===== src/rtl/hwpf_req_issuer.sv =====
// hwpf_req_issuer: pops next-line prefetch candidates from the request stack,
// aligns them to cache lines, drops lines that are already in flight and issues
// the rest over a valid/ready request port. Each issued line occupies one slot
// until its response returns with the matching ID.
module hwpf_req_issuer #(
    parameter int ADDR_WIDTH       = 40,
    parameter int LINE_OFFSET_BITS = 6,
    parameter int NUM_INFLIGHT     = 4,
    parameter int ID_WIDTH         = $clog2(NUM_INFLIGHT)
) (
    input  logic                  clk_i,
    input  logic                  rst_ni,
    input  logic                  enable_i,
    input  logic                  flush_i,
    input  logic                  stack_valid_i,
    input  logic [ADDR_WIDTH-1:0] stack_req_i,
    output logic                  stack_pop_o,
    output logic                  mem_req_valid_o,
    input  logic                  mem_req_ready_i,
    output logic [ADDR_WIDTH-1:0] mem_req_addr_o,
    output logic [ID_WIDTH-1:0]   mem_req_id_o,
    input  logic                  mem_rsp_valid_i,
    input  logic [ID_WIDTH-1:0]   mem_rsp_id_i,
    output logic                  dropped_o,
    output logic                  busy_o
);

    localparam int LINE_W = ADDR_WIDTH - LINE_OFFSET_BITS;

    localparam logic [0:0] ST_IDLE  = 1'b0;
    localparam logic [0:0] ST_ISSUE = 1'b1;

    logic [0:0]              r_state;
    logic [0:0]              w_state_nxt;
    logic [NUM_INFLIGHT-1:0] r_slot_valid;
    logic [NUM_INFLIGHT-1:0] w_slot_valid_nxt;
    logic [LINE_W-1:0]       r_slot_line [NUM_INFLIGHT];
    logic [LINE_W-1:0]       r_req_line;
    logic [ID_WIDTH-1:0]     r_req_id;
    logic                    r_dropped;
    logic                    r_busy;

    logic [LINE_W-1:0]       w_cand_line;
    logic [ID_WIDTH-1:0]     w_free_idx;
    logic                    w_any_free;
    logic                    w_dup;
    logic                    w_pop;
    logic                    w_alloc;
    logic                    w_unused_offset;

    // The byte offset inside the line never matters for prefetching.
    assign w_cand_line     = stack_req_i[ADDR_WIDTH-1:LINE_OFFSET_BITS];
    assign w_unused_offset = ^stack_req_i[LINE_OFFSET_BITS-1:0];

    // Lowest-index free slot, taken from the registered valid vector so a slot
    // released by a response this cycle is only reusable next cycle.
    always_comb begin
        // NOTE: every variable gets a default before any conditional write so
        // no path leaves it unassigned and no latch is inferred.
        w_free_idx = '0;
        w_any_free = 1'b0;
        for (int i = NUM_INFLIGHT - 1; i >= 0; i--) begin
            if (!r_slot_valid[i]) begin
                w_free_idx = ID_WIDTH'(i);
                w_any_free = 1'b1;
            end
        end
    end

    // Candidate line already tracked by a valid slot.
    always_comb begin
        w_dup = 1'b0;
        for (int i = 0; i < NUM_INFLIGHT; i++) begin
            if (r_slot_valid[i] && (r_slot_line[i] == w_cand_line)) begin
                w_dup = 1'b1;
            end
        end
    end

    // Pop only from IDLE; there is deliberately no path from mem_req_ready_i.
    assign w_pop   = (r_state == ST_IDLE) & enable_i & ~flush_i & stack_valid_i & w_any_free;
    assign w_alloc = w_pop & ~w_dup;

    // Slot table update: responses release, a non-duplicate pop reserves.
    always_comb begin
        w_slot_valid_nxt = r_slot_valid;
        // Clearing an already-free slot is a no-op, which ignores stray responses.
        if (mem_rsp_valid_i) begin
            w_slot_valid_nxt[mem_rsp_id_i] = 1'b0;
        end
        // The reserved slot was free, so it can never collide with a live response.
        if (w_alloc) begin
            w_slot_valid_nxt[w_free_idx] = 1'b1;
        end
    end

    // FSM: IDLE waits for a fresh line, ISSUE holds the request until accepted.
    always_comb begin
        w_state_nxt = r_state;
        case (r_state)
            ST_IDLE:  if (w_alloc)         w_state_nxt = ST_ISSUE;
            ST_ISSUE: if (mem_req_ready_i) w_state_nxt = ST_IDLE;
            default:                       w_state_nxt = ST_IDLE;
        endcase
    end

    // Control state, request register and status flags.
    always_ff @(posedge clk_i or negedge rst_ni) begin
        if (!rst_ni) begin
            r_state      <= ST_IDLE;
            r_slot_valid <= '0;
            r_req_line   <= '0;
            r_req_id     <= '0;
            r_dropped    <= 1'b0;
            r_busy       <= 1'b0;
        end else begin
            // NOTE: non-blocking assignments so every register samples the
            // pre-edge values regardless of statement order.
            r_state      <= w_state_nxt;
            r_slot_valid <= w_slot_valid_nxt;
            r_dropped    <= w_pop & w_dup;
            r_busy       <= (w_state_nxt == ST_ISSUE) | (|w_slot_valid_nxt);
            if (w_alloc) begin
                r_req_line <= w_cand_line;
                r_req_id   <= w_free_idx;
            end
        end
    end

    // Slot line storage.
    always_ff @(posedge clk_i) begin
        // NOTE: no reset here; a line is only ever compared while its valid
        // bit is set, and the valid bits are reset.
        if (w_alloc) begin
            r_slot_line[w_free_idx] <= w_cand_line;
        end
    end

    assign stack_pop_o     = w_pop;
    assign mem_req_valid_o = (r_state == ST_ISSUE);
    assign mem_req_addr_o  = {r_req_line, {LINE_OFFSET_BITS{1'b0}}};
    assign mem_req_id_o    = r_req_id;
    assign dropped_o       = r_dropped;
    assign busy_o          = r_busy;

endmodule

===== config.mk =====
export PLATFORM = sky130hd
export DESIGN_NAME = hwpf_req_issuer
export DESIGN_NICKNAME = d
export VERILOG_FILES = /design/src/rtl/hwpf_req_issuer.sv
export SDC_FILE = /design/constraint.sdc
export NUM_CORES = 1
export LEC_CHECK = 0
export CAP_MARGIN = 20
export CORE_UTILIZATION = 55
export CTS_CLUSTER_DIAMETER = 50
export DETAILED_ROUTE_END_ITERATION = 6
export PLACE_DENSITY = 0.82
export SLEW_MARGIN = 25
export SYNTH_ARGS = -nofsm -noshare
export SYNTH_HDL_FRONTEND = slang
export SYNTH_SLANG_ARGS = --single-unit
export TNS_END_PERCENT = 1

===== constraint.sdc =====
create_clock -name clk_i -period 6.3 [get_ports clk_i]
set_input_delay 0.945 -clock clk_i [delete_from_list [all_inputs] [get_ports clk_i]]
set_output_delay 0.945 -clock clk_i [all_outputs]
set_load 0.01 [all_outputs]

==> flow_metrics.tcl, run 1 <==
set metrics [dict create \
    cts.repair.resized 0 \
    finalPower_mw 2.83 \
    drv_cap 0 \
    grt_pass1_wl_um 22600 \
    dr.pass1.iters 4 \
    clk_pin_slew_ns 0.06 \
    switchingPower_mw 0.642 \
    worst_slew_pin_slew_ns 0.701 \
    start_kind "input pin" \
    clock_path_buffers 2 \
    netlist-cell-type-count 40 \
    fillerInstances 915 \
    wl_per_cell_um 19.4 \
    route.detailed.drc 0 \
    grt_setup_unrepaired "no" \
    seq_area_frac_synth_pct 66.3 \
    antenna_cells 0 \
    drive_gt1_share_pct 14.0 \
    powerDensity_nw_per_um2 311 \
    synth_cells 478 \
    syn_area_per_cell_um2 16.3 \
    ios 95 \
    hold_viol_final 0 \
    die_h_um 121 \
    portBuffers 82 \
    hold_path_class "register to register" \
    cts_tree "yes" \
    yosysWarnings 0 \
    initial_core_util_pct 56.3 \
    vdd.ir_drop.worst_mv 0.193 \
    h-tree-depth 4 \
    finalCritPeriodShare_pct 63.8 \
    setup_viol_count_final 0 \
    finalMaxSlewViolations 0 \
    grt_start_max_net_pins 44 \
    overflow 0 \
    reg2reg_slack_ns 3.22 \
    vias_per_cell 5.49 \
    seq_power_share_pct 49.6 \
    grt_pass1_vias 4069 \
    combinationalPowerShare_pct 13.7 \
    crit_path_end_kind "register" \
    cts_buffers 17 \
    layout.nets 594 \
    tns_ns 0 \
    dieArea_um2 14600 \
    max_freq_mhz 249 \
    outcome "finished, final reports clean" \
    clk_latency_ns 0.42 \
    p_clk_share_pct 36.7 \
    core_um2 13800 \
    cts_setup_buffers 0 \
    synthToLayoutAreaGrowth_pct 17.0 \
    fin_worst_skew_ns 0.00706 \
    place_congestion 0.891 \
    clock_sink_count 179 \
    path_max_fanout 34 \
    synth_seq_cells 179 \
    fin_crit_ns 4.02 \
    die-width_um 121 \
    drt-total-wl_um 14300 \
    vias 4053 \
    p_leak_nw 3.29 \
    max_slew_margin_pct 52.8 \
    place_hpwl_um 9280 \
    drtAntennaViolNets 0 \
    antenna_found_initial 0 \
    mostFrequentLayoutCell "edfxtp_1" \
    netlist_area_um2 7780 \
    crit_type "input pin to register" \
    cts_hold_buf 0 \
    grt.total_usage_pct 21.2 \
    p_int_mw 2.18 \
    swShare_pct 22.7 \
    worstPathRequired_ns 6.36 \
    num_rows 43 \
    drtIter0Drc 279 \
    worstPathArrival_ns 4.08 \
    final_cell_mix "edfxtp_1, xor2_1, clkdlybuf4s50_1" \
    cts_root_buf "clkbuf_16" \
]
## layout make-up
type / count / area [µm²] / share of cell area [%]
inverters: 3 / 11.3 / 0.124
well taps: 180 / 225 / 2.47
multi-input cells: 257 / 2260 / 24.9
clock buffers: 20 / 457 / 5.02
flip-flops and latches: 179 / 5160 / 56.7
repair buffers: 87 / 856 / 9.40
clock inverters: 12 / 129 / 1.42
## metrics by stage
stage | instances | hold slack (ns) | instance area (µm²) | util, % | worst slack (ns)
after floorplan | 483 | 0.529 | 7800 | - | 1.22
after global placement | 706 | 0.479 | 8510 | 61.6 | 1.93
after detailed placement | 706 | 0.497 | 8510 | 61.6 | 1.88
after CTS | 738 | 0.515 | 9100 | 65.8 | 2.32
after global routing | 738 | 0.527 | 9100 | 65.8 | 2.14
final | 738 | 0.510 | 9100 | 65.8 | 2.28
## worst max-delay path, stage by stage
cell	delay, ns
clkdlybuf4s50_1	0.73
xor2_1	0.34
nor4_1	0.11
nand4_1	0.12
nor4_1	0.05
or4_4	0.60
nor2_8	0.46
and4b_1	0.29
buf_4	0.42
## path summary, 6_finish.rpt
check / depth (start not counted) / from / to
max: 9 / stack_req_i[31] / r_slot_line[3][22]$_DFFE_PP_
min: 1 / r_req_line[31]$_DFFE_PN0P_ / r_req_line[31]$_DFFE_PN0P_
max reg2reg: 8 / r_slot_line[3][25]$_DFFE_PP_ / r_slot_line[3][22]$_DFFE_PP_
min reg2reg: 1 / r_req_line[31]$_DFFE_PN0P_ / r_req_line[31]$_DFFE_PN0P_
max in group asynchronous: 1 / rst_ni / r_req_line[29]$_DFFE_PN0P_
min in group asynchronous: 1 / rst_ni / r_req_line[16]$_DFFE_PN0P_
## power groups by stage
stage	clock, mW	sequential, mW	combinational (mW)
6_report	1.04	1.40	0.387
5_1_grt	1.10	1.41	0.418
4_1_cts	1.05	1.40	0.392
3_5_place_dp	0	1.43	0.389
3_3_place_gp	0	1.42	0.380
2_1_floorplan	0	1.44	0.187
## metal layers
layer	wire [µm]	up-vias	global-route usage, %	part of all wire, %
met5	0	-	0	0
met4	280	0	9.03	2.0
met3	902	24	4.37	6.3
met2	6770	171	32.3	47
met1	6370	2024	29.9	44
li1	-	1834	-	-
## cell usage after synthesis
library cell | number | share of area (%)
nand3b_1 | 1 | 0.097
o32ai_1 | 1 | 0.11
dfrtp_1 | 43 | 14
conb_1 | 1 | 0.048
mux2_2 | 2 | 0.29
a22o_1 | 1 | 0.11
mux2i_1 | 1 | 0.13
nor3_1 | 5 | 0.32
a32o_1 | 1 | 0.13
or4_4 | 1 | 0.14
a31oi_1 | 1 | 0.080
o31ai_1 | 1 | 0.097
nand2_1 | 4 | 0.19
o21ai_0 | 2 | 0.13
a31o_2 | 1 | 0.11
buf_12 | 3 | 0.77
or3b_2 | 1 | 0.11
nand2b_1 | 1 | 0.080
buf_2 | 1 | 0.064
buf_6 | 1 | 0.14
nand4bb_1 | 1 | 0.14
nor2_1 | 2 | 0.097
nor2_8 | 1 | 0.26
edfxtp_1 | 136 | 53
a21boi_0 | 1 | 0.097
buf_4 | 39 | 3.8
and2_1 | 2 | 0.16
a211o_1 | 1 | 0.11
xnor2_1 | 28 | 3.2
a21o_1 | 1 | 0.097
nor4_1 | 28 | 2.3
and4b_1 | 1 | 0.13
mux2_4 | 33 | 6.4
or2_1 | 1 | 0.080
nand3_1 | 5 | 0.32
nor2b_1 | 1 | 0.080
o22a_1 | 1 | 0.11
nand4_1 | 12 | 0.97
xor2_1 | 108 | 12
inv_1 | 3 | 0.14
## flip-flops by register name (all words and copies together), names as in the netlist
name and cells:
mem_req_valid_o 1, r_slot_valid 4, mem_req_id_o 2, r_req_line 34, busy_o 1, dropped_o 1
r_slot_line 136
## cell families after synthesis
| logic type | count (synthesis) | share of synthesized area (%) |
|---|---|---|
| compound gates | 12 | 1.19 |
| other cells | 1 | 0.0482 |
| mux | 36 | 6.79 |
| flops | 179 | 66.3 |
| buf+inv | 47 | 4.89 |
| simple gates | 67 | 5.44 |
| xor+xnor | 136 | 15.3 |
(Power assumes the default switching activity.)
==> inputs of run 2 (changes only) <==
- CORE_UTILIZATION: 55 -> 50
- PLACE_DENSITY: 0.82 -> 0.79
- clock period: 6.3 -> 3.6 ns (I/O delays scaled with it)
==> flow_metrics.tcl, run 2 (synthesis results as in run 1) <==
set metrics [dict create \
    drtIter0Drc 294 \
    place_hpwl_um 9780 \
    fin_crit_ns 3.09 \
    antenna_found_initial 0 \
    combinationalPowerShare_pct 14.2 \
    synthToLayoutAreaGrowth_pct 19.5 \
    cts.repair.resized 0 \
    crit_path_end_kind "register" \
    startpoint "stack_req_i[13]" \
    p_leak_nw 3.38 \
    antenna_cells 0 \
    cts_buffers 17 \
    drv_cap 0 \
    wl_per_cell_um 19.5 \
    hold_path_class "input pin to asynchronous set/reset pin" \
    cts_root_buf "clkbuf_16" \
    drive_gt1_share_pct 16.0 \
    vias_per_cell 5.34 \
    reg2reg_slack_ns 0.98 \
    die_h_um 127 \
    reg2reg_to "r_slot_line[2][9]$_DFFE_PP_" \
    crit_type "input pin to register" \
    mostFrequentLayoutCell "edfxtp_1" \
    h-tree-depth 4 \
    switchingPower_mw 1.11 \
    dr.pass1.iters 4 \
    regMostFlops "r_slot_line" \
    worstPathArrival_ns 3.20 \
    overflow 0 \
    outcome "finished, final reports clean" \
    pre_cts_ws_ns 0.0856 \
    p_int_mw 3.81 \
    grt_setup_unrepaired "no" \
    clock_path_buffers 2 \
    reg_top3 "r_slot_line (136), r_req_line (34), r_slot_valid (4)" \
    seq_power_share_pct 49.9 \
    fin_worst_skew_ns 0.0117 \
    worstPathRequired_ns 3.71 \
    finalCritPeriodShare_pct 85.8 \
    rr_worst_depth 8 \
    largest_register_ffs 136 \
    cts_hold_buf 0 \
    grt_start_max_net_pins 44 \
    max_freq_mhz 324 \
    worstReg2RegStart "r_slot_line[2][10]$_DFFE_PP_" \
    drtAntennaViolNets 0 \
    layout.nets 612 \
    hold_viol_final 0 \
    setup_viol_count_final 0 \
    core_um2 15200 \
    vias 4081 \
    cts_setup_buffers 0 \
    drt-total-wl_um 14900 \
    dieArea_um2 16100 \
    worst_slew_pin_slew_ns 0.583 \
    place_congestion 0.791 \
    setup.worst_path.end "r_slot_line[2][9]$_DFFE_PP_" \
    final_cell_mix "edfxtp_1, xor2_1, clkdlybuf4s50_1" \
    swShare_pct 22.5 \
    finalMaxSlewViolations 0 \
    die-width_um 127 \
    portBuffers 82 \
    ios 95 \
    clk_pin_slew_ns 0.07 \
    route.detailed.drc 0 \
    num_rows 45 \
    clock_sink_count 179 \
    grt_pass1_vias 4198 \
    tns_ns 0 \
    start_kind "input pin" \
    powerDensity_nw_per_um2 530 \
    max_slew_margin_pct 60.8 \
    cts_tree "yes" \
    p_clk_share_pct 35.9 \
    grt.total_usage_pct 19.9 \
    initial_core_util_pct 51.2 \
    grt_pass1_wl_um 23700 \
    setup_ws_ns 0.511 \
    clk_latency_ns 0.42 \
    vdd.ir_drop.worst_mv 0.364 \
    path_max_fanout 34 \
]
run 2: changes by cell type in the layout (fill, tap and decap cells not counted), sizes merged:
| cell | delta |
|---|---|
| buf | +18 |
| clkbuf | +1 |
| clkinv | +3 |
| clkinvlp | -1 |
| inv | -3 |
run 2: through the flow:
stage / hold WS [ns] / util (%) / power [mW] / instances / cell area (µm²)
after global routing: 0.168 / 61.1 / 5.10 / 764 / 9290
after CTS: 0.341 / 61.1 / 4.96 / 764 / 9290
after global placement: 0.476 / 57.4 / 3.18 / 732 / 8730
after detailed placement: 0.495 / 57.4 / 3.20 / 732 / 8730
final: 0.123 / 61.1 / 4.92 / 764 / 9290
after floorplan: 0.244 / - / 2.86 / 483 / 7800
run 2: routing by layer:
metal / track usage [%] / wire length, µm / vias up
li1: - / - / 1866
met1: 27.1 / 6680 / 2068
met2: 32.0 / 7200 / 132
met3: 4.01 / 825 / 15
met4: 6.93 / 180 / 0
met5: 0 / 0 / -
run 2: worst min path at each step:
stage	slack, ns	to	from
6_report	0.12	r_req_line[22]$_DFFE_PN0P_	rst_ni
5_1_grt	0.17	r_req_line[22]$_DFFE_PN0P_	rst_ni
4_1_cts	0.34	r_req_line[22]$_DFFE_PN0P_	rst_ni
2_1_floorplan	0.24	busy_o$_DFF_PN0_	rst_ni
3_3_place_gp	0.48	mem_req_id_o[1]$_DFFE_PN0P_	mem_req_id_o[1]$_DFFE_PN0P_
3_5_place_dp	0.49	r_req_line[9]$_DFFE_PN0P_	r_req_line[9]$_DFFE_PN0P_
run 2: cell type report:
class,instances,area [µm²]
fill,1103,5910
multi-input combinational,257,2270
sequential,179,5160
timing repair buffer,105,1050
clock inverter,11,111
inverter,3,11.3
tap,188,235
clock buffer,21,450
run 2: critical path, stage by stage:
cell and delay, ns:
clkdlybuf4s50_1 0.70, xor2_1 0.29, nor4_1 0.10, nand4_1 0.13
nor4_1 0.06, or4_4 0.57, or2_1 0.34, nor3_4 0.19
buf_12 0.26
run 2: power by group through the flow:
stage               Sequential [mW]  Clock [mW]  Combinational, mW
floorplan                      2.53           0              0.328
global placement               2.49           0              0.689
detailed placement             2.50           0              0.703
CTS                            2.46        1.79              0.708
global route                   2.47        1.88              0.749
finish                         2.46        1.77              0.699
==> inputs of run 3 (changes only) <==
- CAP_MARGIN: 20 -> 15
==> results of run 3 <==
The final DEF is identical to that of run 2; final timing and power are the same.
